## src/rtl/ex_div_unit.sv

```systemverilog
// ex_div_unit: iterative radix-2 restoring divider for DIV/DIVU in the EX stage.
// Produces {remainder, quotient}; holds EX stalled through stallreq until ready.
module ex_div_unit #(
  parameter int WIDTH = 32
) (
  input  logic                 clk,
  input  logic                 rst,
  input  logic                 flush,
  input  logic                 start,
  input  logic                 signed_div,
  input  logic [WIDTH-1:0]     opdata1,
  input  logic [WIDTH-1:0]     opdata2,
  output logic [2*WIDTH-1:0]   result,
  output logic                 ready,
  output logic                 busy,
  output logic                 stallreq
);

  localparam int CW = $clog2(WIDTH);
  localparam logic [CW-1:0] LAST_ITER = CW'(WIDTH - 1);

  typedef enum logic [1:0] {IDLE, DIVZERO, ON, END} state_t;

  state_t             state;
  logic [CW-1:0]      counter;
  logic [2*WIDTH:0]   part_rem;
  logic [WIDTH-1:0]   divisor;
  logic               neg_quot;
  logic               neg_rem;

  logic [WIDTH-1:0]   abs_op1;
  logic [WIDTH-1:0]   abs_op2;
  logic [2*WIDTH:0]   shifted;
  logic [WIDTH:0]     trial_diff;
  logic [2*WIDTH:0]   next_rem;
  logic [WIDTH-1:0]   quot_raw;
  logic [WIDTH-1:0]   rem_raw;
  logic [WIDTH-1:0]   quot_fix;
  logic [WIDTH-1:0]   rem_fix;

  // Magnitudes of the operands; unsigned divides pass straight through.
  always_comb begin
    abs_op1 = (signed_div && opdata1[WIDTH-1]) ? (~opdata1 + 1'b1) : opdata1;
    abs_op2 = (signed_div && opdata2[WIDTH-1]) ? (~opdata2 + 1'b1) : opdata2;
  end

  // One restoring step: shift, trial-subtract on the upper bits, keep the difference if non-negative.
  always_comb begin
    shifted    = {part_rem[2*WIDTH-1:0], 1'b0};
    trial_diff = shifted[2*WIDTH:WIDTH] - {1'b0, divisor};
    next_rem   = shifted;
    if (!trial_diff[WIDTH]) begin
      next_rem[2*WIDTH:WIDTH] = trial_diff;
      next_rem[0]             = 1'b1;
    end
    quot_raw = next_rem[WIDTH-1:0];
    rem_raw  = next_rem[2*WIDTH-1:WIDTH];
    quot_fix = neg_quot ? (~quot_raw + 1'b1) : quot_raw;
    rem_fix  = neg_rem  ? (~rem_raw  + 1'b1) : rem_raw;
  end

  // Divider FSM: operand capture, iteration, result hand-off and flush/reset abort.
  always_ff @(posedge clk) begin
    if (rst || flush) begin
      state    <= IDLE;
      result   <= '0;
      ready    <= 1'b0;
      counter  <= '0;
      part_rem <= '0;
      divisor  <= '0;
      neg_quot <= 1'b0;
      neg_rem  <= 1'b0;
    end else begin
      case (state)
        IDLE: begin
          if (start) begin
            part_rem <= {{(WIDTH+1){1'b0}}, abs_op1};
            divisor  <= abs_op2;
            neg_quot <= signed_div && (opdata1[WIDTH-1] ^ opdata2[WIDTH-1]);
            neg_rem  <= signed_div && opdata1[WIDTH-1];
            counter  <= '0;
            state    <= (opdata2 == '0) ? DIVZERO : ON;
          end
        end
        DIVZERO: begin
          result <= '0;
          state  <= END;
        end
        ON: begin
          part_rem <= next_rem;
          if (counter == LAST_ITER) begin
            result  <= {rem_fix, quot_fix};
            counter <= '0;
            state   <= END;
          end else begin
            counter <= counter + 1'b1;
          end
        end
        END: begin
          if (start) begin
            ready <= 1'b1;
          end else begin
            ready  <= 1'b0;
            result <= '0;
            state  <= IDLE;
          end
        end
        default: state <= IDLE;
      endcase
    end
  end

  assign busy     = (state != IDLE);
  assign stallreq = start & ~ready;

endmodule

```

## config.mk

```make
export PLATFORM = sky130hd
export DESIGN_NAME = ex_div_unit
export DESIGN_NICKNAME = d
export VERILOG_FILES = /design/src/rtl/ex_div_unit.sv
export SDC_FILE = /design/constraint.sdc
export NUM_CORES = 1
export LEC_CHECK = 0
export CAP_MARGIN = 10
export CORE_MARGIN = 1.5
export CORE_UTILIZATION = 60
export DETAILED_ROUTE_END_ITERATION = 6
export MAX_ROUTING_LAYER = met4
export PLACE_DENSITY = 0.84
export SLEW_MARGIN = 40
export SYNTH_ARGS = -nofsm -noshare
export SYNTH_HDL_FRONTEND = slang
export SYNTH_SLANG_ARGS = --single-unit
```

## constraint.sdc

```tcl
create_clock -name clk -period 10.7 [get_ports clk]
set_input_delay 2.14 -clock clk [delete_from_list [all_inputs] [get_ports clk]]
set_output_delay 2.14 -clock clk [all_outputs]
set_load 0.02 [all_outputs]
```

==> impl_metrics.csv, run 1 <==
group,metric,value,unit
status,outcome,"completed",
critical_path,critical_path_source,"start",
grt,grt.overflow.total,0,
route,detail_route.drc_violations,0,
yosys,synth_seq_area_share,0.291,
cts,holdBufCountCts,0,
route,firstDrtPassIters,5,
route,routed-via-count,11813,
yosys,postSynthNetCount,1693,
yosys,synth_top_cells_by_count,"sky130_fd_sc_hd__nand2_1, sky130_fd_sc_hd__dfxtp_1, sky130_fd_sc_hd__nor2_1",
layout,area.growth.synth_to_final,17.0,%
cts,cts-buffers-inserted,17,
critical_path,r2r_start,"part_rem[31]$_SDFFE_PP0P_",
grt,grt_pass1_wl,54.9,mm
place,io_buffer_count,135,
critical_path,cp_data_required_time,8.56,ns
yosys,synth_enable_flop_cells,0,
sta,worst_pin_slew,0.759,ns
floorplan,floorplan.io_pins,136,
hold_path,worst_hold_path_type,"reg2reg",
cts,cts_resized,0,
pwr,vdd.ir_drop.worst,129,uV
layout,fin_nets,1767,
cts,cts.root.buffer_cell,"sky130_fd_sc_hd__clkbuf_16",
layout,layout-drive-gt1-share,0.0540,
sta,fin_skew,0.0145,ns
grt,maximum_number_of_pins_on_one_net_before_global_route_repair,86,
cts,cts_tree,"done",
layout,fin_cells,1927,
sta,slew_violations,0,
layout,fin_util,0.724,
hold_path,hold_start,"result[21]$_SDFFE_PP0P_",
layout,antenna-diode-count,0,
sta,unrepaired_setup_endpoints_after_global_routing,"false",
layout,design_area,13700,sq um
cts,worst_skew_pair.late_latency,0.45,ns
critical_path,critical_path_class,"in2out",
yosys,syn_area,11700,sq um
yosys,synth_most_common_cell,"sky130_fd_sc_hd__nand2_1",
yosys,synth_seq_cells,170,
grt,gr-usage-all-layers,0.352,
sta,fmax,0.179,GHz
route,viasPerCell,6.13,
floorplan,initial_utilization,0.619,
yosys,synthArstFlopShare,0,
route,wl_per_cell,18.0,um
sta,timing.final.hold_violations,0,
critical_path,worst_ep_arrival_time,3.46,ns
yosys,synthesis.yosys.warnings,0,
sta,final.period_utilization,0.523,
critical_path,critical_path_peak_fanout,5,
yosys,mean_area_per_synthesized_cell,7.40,sq um
grt,grt_pass1_vias,10681,
grt,initial_antenna_violation_count,0,
pwr,p_leak,5.00,nW
yosys,synth_cell_type_count,77,
cts,post-cts-setup-buffers,0,
cts,clk_pin_slew_worst_paths,0.07,ns
sta,setup_viol,0,
floorplan,core_area,18900,sq um
place,detailedPlace.worstSlack,5.07,ns
route,final_antenna_net_count,0,
sta,finalWorstSetupSlack,5.10,ns
yosys,synth.top_cell.area_share,0.291,
yosys,syn_inst,1581,
floorplan,dieWidth,143,um
yosys,yosysTopAreaCell,"sky130_fd_sc_hd__dfxtp_1",
yosys,synthTopCellsByArea,"sky130_fd_sc_hd__dfxtp_1, sky130_fd_sc_hd__nand2_1, sky130_fd_sc_hd__xnor2_1",
yosys,synthFlopType,"sky130_fd_sc_hd__dfxtp_1",
cts,clockBufferDepth,2,
critical_path,timing.critical_path.from_type,"input port",
sta,finalSetupTns,0,ns
place,gp_congestion,0.974,
pwr,pwr_density_cell,127,nW/um^2
sta,final.min_clock_period,5.60,ns
cts,cts_htree_levels,4,
run,drv.max_cap_violation_count,0,
route,detailedRoute.firstIterationViolations,1119,
floorplan,die_area,20300,sq um
sta,worst_slew_margin_rel,0.489,
floorplan,die_height,143,um
floorplan,rows,50,
place,placed_cells,1896,
place,placed_cell_area,13100,sq um
critical_path,crit_path_end_kind,"primary output",
route,route.final.wire_length,34.8,mm
place,post-dp-hpwl,25.8,mm
cts,cts.sink_count,170,
## registers in the layout, indices dropped and copies added, names as in the netlist
| name | flops |
|---|---|
| part_rem | 64 |
| result | 64 |
| divisor | 32 |
| counter | 5 |
| state | 2 |
| neg_quot | 1 |
| neg_rem | 1 |
| ready | 1 |
## per-stage QoR
| step | hold WS (ns) | total power (W) |
|---|---|---|
| after detailed placement | 0.444 | 0.00114 |
| final | 0.451 | 0.00174 |
| after floorplan | 0.432 | 0.00100 |
| after CTS | 0.453 | 0.00173 |
| after global routing | 0.474 | 0.00180 |
| after global placement | 0.435 | 0.00113 |
## per-layer routing
metal | GRT usage | vias to the layer above | part of all wire | wire length (um)
li1 | - | 5750 | - | -
met1 | 0.470 | 5470 | 0.45 | 15600
met2 | 0.546 | 488 | 0.44 | 15400
met3 | 0.0567 | 105 | 0.078 | 2700
met4 | 0.116 | 0 | 0.032 | 1100
met5 | - | - | 0 | 0
## layout make-up
type	count	area [sq um]
Tap cell	260	325
Clock buffer	17	425
Timing Repair Buffer	145	1430
Multi-Input combinational cell	1259	7730
Clock inverter	14	139
Sequential cell	170	3410
Inverter	62	235
Fill cell	1561	5210
## cells in the final DEF, fill, tap and decap left out, types with 6 or more instances in the layout
cell	netlist	final
sky130_fd_sc_hd__and3_1	10	10
sky130_fd_sc_hd__o21ai_1	21	20
sky130_fd_sc_hd__a21oi_1	129	128
sky130_fd_sc_hd__nor2_1	166	165
sky130_fd_sc_hd__and2_1	15	13
sky130_fd_sc_hd__nand3_1	34	34
sky130_fd_sc_hd__inv_1	60	60
sky130_fd_sc_hd__a211oi_1	28	28
sky130_fd_sc_hd__clkdlybuf4s50_1	0	135
sky130_fd_sc_hd__mux2i_1	14	14
sky130_fd_sc_hd__a311oi_1	7	7
sky130_fd_sc_hd__xnor2_1	86	86
sky130_fd_sc_hd__o211ai_1	16	16
sky130_fd_sc_hd__or3_1	16	16
sky130_fd_sc_hd__or4_1	7	7
sky130_fd_sc_hd__o21ai_0	112	112
sky130_fd_sc_hd__nor3_1	32	32
sky130_fd_sc_hd__ha_1	42	42
sky130_fd_sc_hd__nand2_1	243	242
sky130_fd_sc_hd__nand2b_1	14	14
sky130_fd_sc_hd__dfxtp_1	170	168
sky130_fd_sc_hd__clkbuf_16	0	17
sky130_fd_sc_hd__buf_4	1	9
sky130_fd_sc_hd__a21o_1	15	15
sky130_fd_sc_hd__nor4_1	17	17
sky130_fd_sc_hd__a21boi_0	6	6
sky130_fd_sc_hd__o2111ai_1	6	6
sky130_fd_sc_hd__xor2_1	49	49
sky130_fd_sc_hd__o31ai_1	27	27
sky130_fd_sc_hd__a22oi_1	44	44
sky130_fd_sc_hd__o41ai_1	12	12
sky130_fd_sc_hd__o21a_1	6	6
sky130_fd_sc_hd__nor2b_1	8	8
## power breakdown
part / switching (W) / total (W) / internal, W
Sequential: 0.0000145 / 0.000660 / 0.000646
Combinational: 0.000307 / 0.000474 / 0.000167
Clock: 0.000296 / 0.000602 / 0.000307
Total: 0.000617 / 0.00174 / 0.00112
## critical path, cell delays in order
cell and delay [ns]:
sky130_fd_sc_hd__clkdlybuf4s50_1 0.53, sky130_fd_sc_hd__nor2b_1 0.17, sky130_fd_sc_hd__clkdlybuf4s50_1 0.62
## logic make-up (layout without fill, tap and decap cells)
family	count (synthesis)	after routing	share of synthesized area
DFF	170	170	0.291
and+or+nand+nor	592	592	0.230
AOI/OAI and AO/OA	471	471	0.265
adders and majority gates	43	43	0.0466
muxes	18	18	0.0158
xor gates and xnor gates	135	135	0.101
buffers and inverters	152	238	0.0512
## worst paths after layout
| path | to | slack (ns) | cells past startpoint |
|---|---|---|---|
| setup reg to reg | result[62]$_SDFFE_PP0P_ | 5.24 | 21 |
| setup / recovery | stallreq | 5.10 | 3 |
| hold reg to reg | result[21]$_SDFFE_PP0P_ | 0.45 | 2 |
| hold / removal | result[21]$_SDFFE_PP0P_ | 0.45 | 2 |
Note: power is estimated with default switching activity, not from simulation.
==> run 2, diff against run 1 <==
--- a/config.mk
+++ b/config.mk
@@ -7,10 +7,10 @@
 export LEC_CHECK = 0
 export CAP_MARGIN = 10
 export CORE_MARGIN = 1.5
-export CORE_UTILIZATION = 60
+export CORE_UTILIZATION = 52
 export DETAILED_ROUTE_END_ITERATION = 6
 export MAX_ROUTING_LAYER = met4
-export PLACE_DENSITY = 0.84
+export PLACE_DENSITY = 0.77
 export SLEW_MARGIN = 40
 export SYNTH_ARGS = -nofsm -noshare
 export SYNTH_HDL_FRONTEND = slang
==> constraint.sdc (replaced) <==
create_clock -name clk -period 4.54 [get_ports clk]
set_input_delay 0.908 -clock clk [delete_from_list [all_inputs] [get_ports clk]]
set_output_delay 0.908 -clock clk [all_outputs]
set_load 0.02 [all_outputs]
==> run 2 against run 1 <==
- the run now ends with design-rule violations left
- clock power grew to 2.5 times the previous value
- die area grew 15%
- flip-flop and latch count is the same
- via count grew 0.42%
- final area grew 1.4%
- critical endpoint is now result[62]$_SDFFE_PP0P_
- highest routed layer unchanged
==> impl_metrics.csv, run 2 (synthesis gave the netlist of run 1 again) <==
group,metric,value,unit
status,outcome,"finished with violations",
status,violations,"design-rule violations",
floorplan,floorplan.io_pins,136,
pwr,switching_share,0.354,
place,post-dp-hpwl,27.6,mm
cts,post-cts-setup-buffers,0,
sta,final.period_utilization,0.951,
cts,cts.root.buffer_cell,"sky130_fd_sc_hd__clkbuf_16",
cts,holdBufCountCts,0,
layout,layout-drive-gt1-share,0.0619,
layout,design_area,13900,sq um
hold_path,worst_hold_path_type,"reg2reg",
critical_path,slowest_stage_delay_on_critical_path,0.44,ns
sta,timing.final.hold_violations,0,
sta,worst_pin_slew,0.806,ns
grt,initial_antenna_violation_count,0,
cts,cts.sink_count,170,
place,placed_cells,1929,
critical_path,worst_r2r_endpoint,"result[62]$_SDFFE_PP0P_",
place,io_buffer_count,135,
critical_path,timing.critical_path.from_type,"flop",
hold_path,hold_start,"result[58]$_SDFFE_PP0P_",
grt,grt_pass1_wl,58.3,mm
sta,fin_skew,0.0116,ns
critical_path,r2r_slack,0.22,ns
layout,area.growth.synth_to_final,18.6,%
cts,clk_pin_slew_worst_paths,0.07,ns
critical_path,critical_path_peak_fanout,6,
layout,antenna-diode-count,0,
sta,worst_slew_margin_rel,0.463,
cts,cts_tree,"done",
place,placed_cell_area,13200,sq um
route,route.final.wire_length,36.8,mm
critical_path,crit_path_end_kind,"flop",
critical_path,worstPathCellList,"inv_1 -> ha_1 -> inv_1 -> fa_1 -> a211oi_2 -> nor2_1 -> o211ai_2 -> a2111oi_4 -> o21a_2 -> nor2_8 -> mux2i_1 -> ha_1 -> inv_1 -> o41ai_4 -> nand3_1 -> o31ai_1 -> xor2_1 -> o21ai_1",
place,gp_congestion,0.931,
pwr,cellInternalPower,0.00274,W
critical_path,r2r_start,"part_rem[31]$_SDFFE_PP0P_",
critical_path,depth_of_the_most_critical_reg_to_reg_path,18,
floorplan,die_height,153,um
route,viasPerCell,6.05,
layout,fin_cells,1961,
critical_path,critical_path_source,"part_rem[31]$_SDFFE_PP0P_",
layout,most_common_cell_after_layout_fill_and_taps_aside,"sky130_fd_sc_hd__nand2_1",
cts,worst_skew_pair.late_latency,0.44,ns
pwr,clkPwrFrac,0.361,
critical_path,family_of_cells_with_the_greatest_summed_delay_on_the_critical_path,"compound AO/OA/AOI/OAI gates",
layout,largestRegisters,"part_rem (64), result (64), divisor (32)",
cts,cts_htree_levels,4,
grt,maximum_number_of_pins_on_one_net_before_global_route_repair,64,
sta,finalSetupTns,0,ns
critical_path,critical_path_class,"reg2reg",
critical_path,worst_path_bufs_invs,3,
route,detailedRoute.firstIterationViolations,969,
cts,cts_resized,0,
pwr,comb_power_share,0.272,
sta,fmax,0.232,GHz
layout,fin_nets,1780,
pwr,switching_power,0.00150,W
sta,slew_violations,0,
sta,final.min_clock_period,4.32,ns
floorplan,dieWidth,153,um
grt,grt_pass1_vias,10865,
critical_path,critical-path-slowest-cell,"sky130_fd_sc_hd__fa_1",
floorplan,die_area,23400,sq um
sta,setup_viol,0,
route,routed-via-count,11863,
route,firstDrtPassIters,7,
cts,cts-buffers-inserted,17,
critical_path,path_common_cell,"sky130_fd_sc_hd__inv_1",
grt,grt.overflow.total,0,
sta,unrepaired_setup_endpoints_after_global_routing,"false",
layout,mostFrequentLayoutCells,"sky130_fd_sc_hd__nand2_1, sky130_fd_sc_hd__dfxtp_1, sky130_fd_sc_hd__nor2_1",
grt,gr-usage-all-layers,0.323,
hold_path,hold-path-cell-count,2,
floorplan,core_area,22000,sq um
route,wl_per_cell,18.8,um
route,final_antenna_net_count,0,
run,drv.max_cap_violation_count,0,
pwr,p_seq_frac,0.367,
critical_path,worst_ep_arrival_time,4.63,ns
floorplan,initial_utilization,0.533,
pwr,p_leak,5.11,nW
cts,clockBufferDepth,2,
floorplan,rows,54,
pwr,pwr_density_cell,305,nW/um^2
critical_path,cp_data_required_time,4.85,ns
route,detail_route.drc_violations,5,
hold_path,hold_path_end,"result[58]$_SDFFE_PP0P_",
pwr,vdd.ir_drop.worst,204,uV
==> run 2: worst max path at each step <==
stage	to	slack, ns	cells after the start
floorplan	result[62]$_SDFFE_PP0P_	0.24	20
detailed placement	result[62]$_SDFFE_PP0P_	0.29	18
CTS	result[62]$_SDFFE_PP0P_	0.25	18
finish	result[62]$_SDFFE_PP0P_	0.22	18
global route	result[62]$_SDFFE_PP0P_	0.04	18
global placement	result[62]$_SDFFE_PP0P_	0.42	18
==> run 2: layout make-up <==
class                   count  area (sq um)
clock buffers              18           439
clock inverters            14           174
fillers                  1990          8090
inverters                  62           235
multi-input cells        1259          7730
flip-flops and latches    170          3400
well taps                 280           350
repair buffers            158          1540
==> run 2: metal layers <==
| layer | share of wire | wire (um) | vias to the layer above | GRT usage |
|---|---|---|---|---|
| met2 | 0.46 | 16800 | 498 | 0.505 |
| met5 | 0 | 0 | - | - |
| met3 | 0.074 | 2710 | 66 | 0.0522 |
| li1 | - | - | 5764 | - |
| met1 | 0.45 | 16400 | 5535 | 0.427 |
| met4 | 0.025 | 934 | 0 | 0.100 |
==> run 2: worst reg2reg max path, delay by kind of cell, from the launching register on <==
family                     cells  cell delay, ns
muxes                          1            0.31
and+or+nand+nor                3            0.47
adders and majority gates      3            0.87
xor gates and xnor gates       1            0.19
AOI/OAI and AO/OA              7            1.74
buffers and inverters          3            0.30
DFF                            1            0.34
==> run 2: power groups by stage <==
stage / Sequential [W] / Clock (W) / Combinational, W
after floorplan: 0.00158 / 0 / 0.000786
after global placement: 0.00159 / 0 / 0.00112
after detailed placement: 0.00159 / 0 / 0.00112
after CTS: 0.00155 / 0.00154 / 0.00113
after global routing: 0.00156 / 0.00160 / 0.00125
final: 0.00156 / 0.00153 / 0.00115
==> run 2: stage by stage <==
stage,setup slack (ns),power (W),hold slack (ns),utilization
6_report,0.224,0.00424,0.442,0.632
5_1_grt,0.0351,0.00441,0.464,0.632
4_1_cts,0.246,0.00423,0.448,0.631
3_5_place_dp,0.286,0.00271,0.438,0.603
3_3_place_gp,0.420,0.00271,0.434,0.603
2_1_floorplan,0.237,0.00236,0.432,-
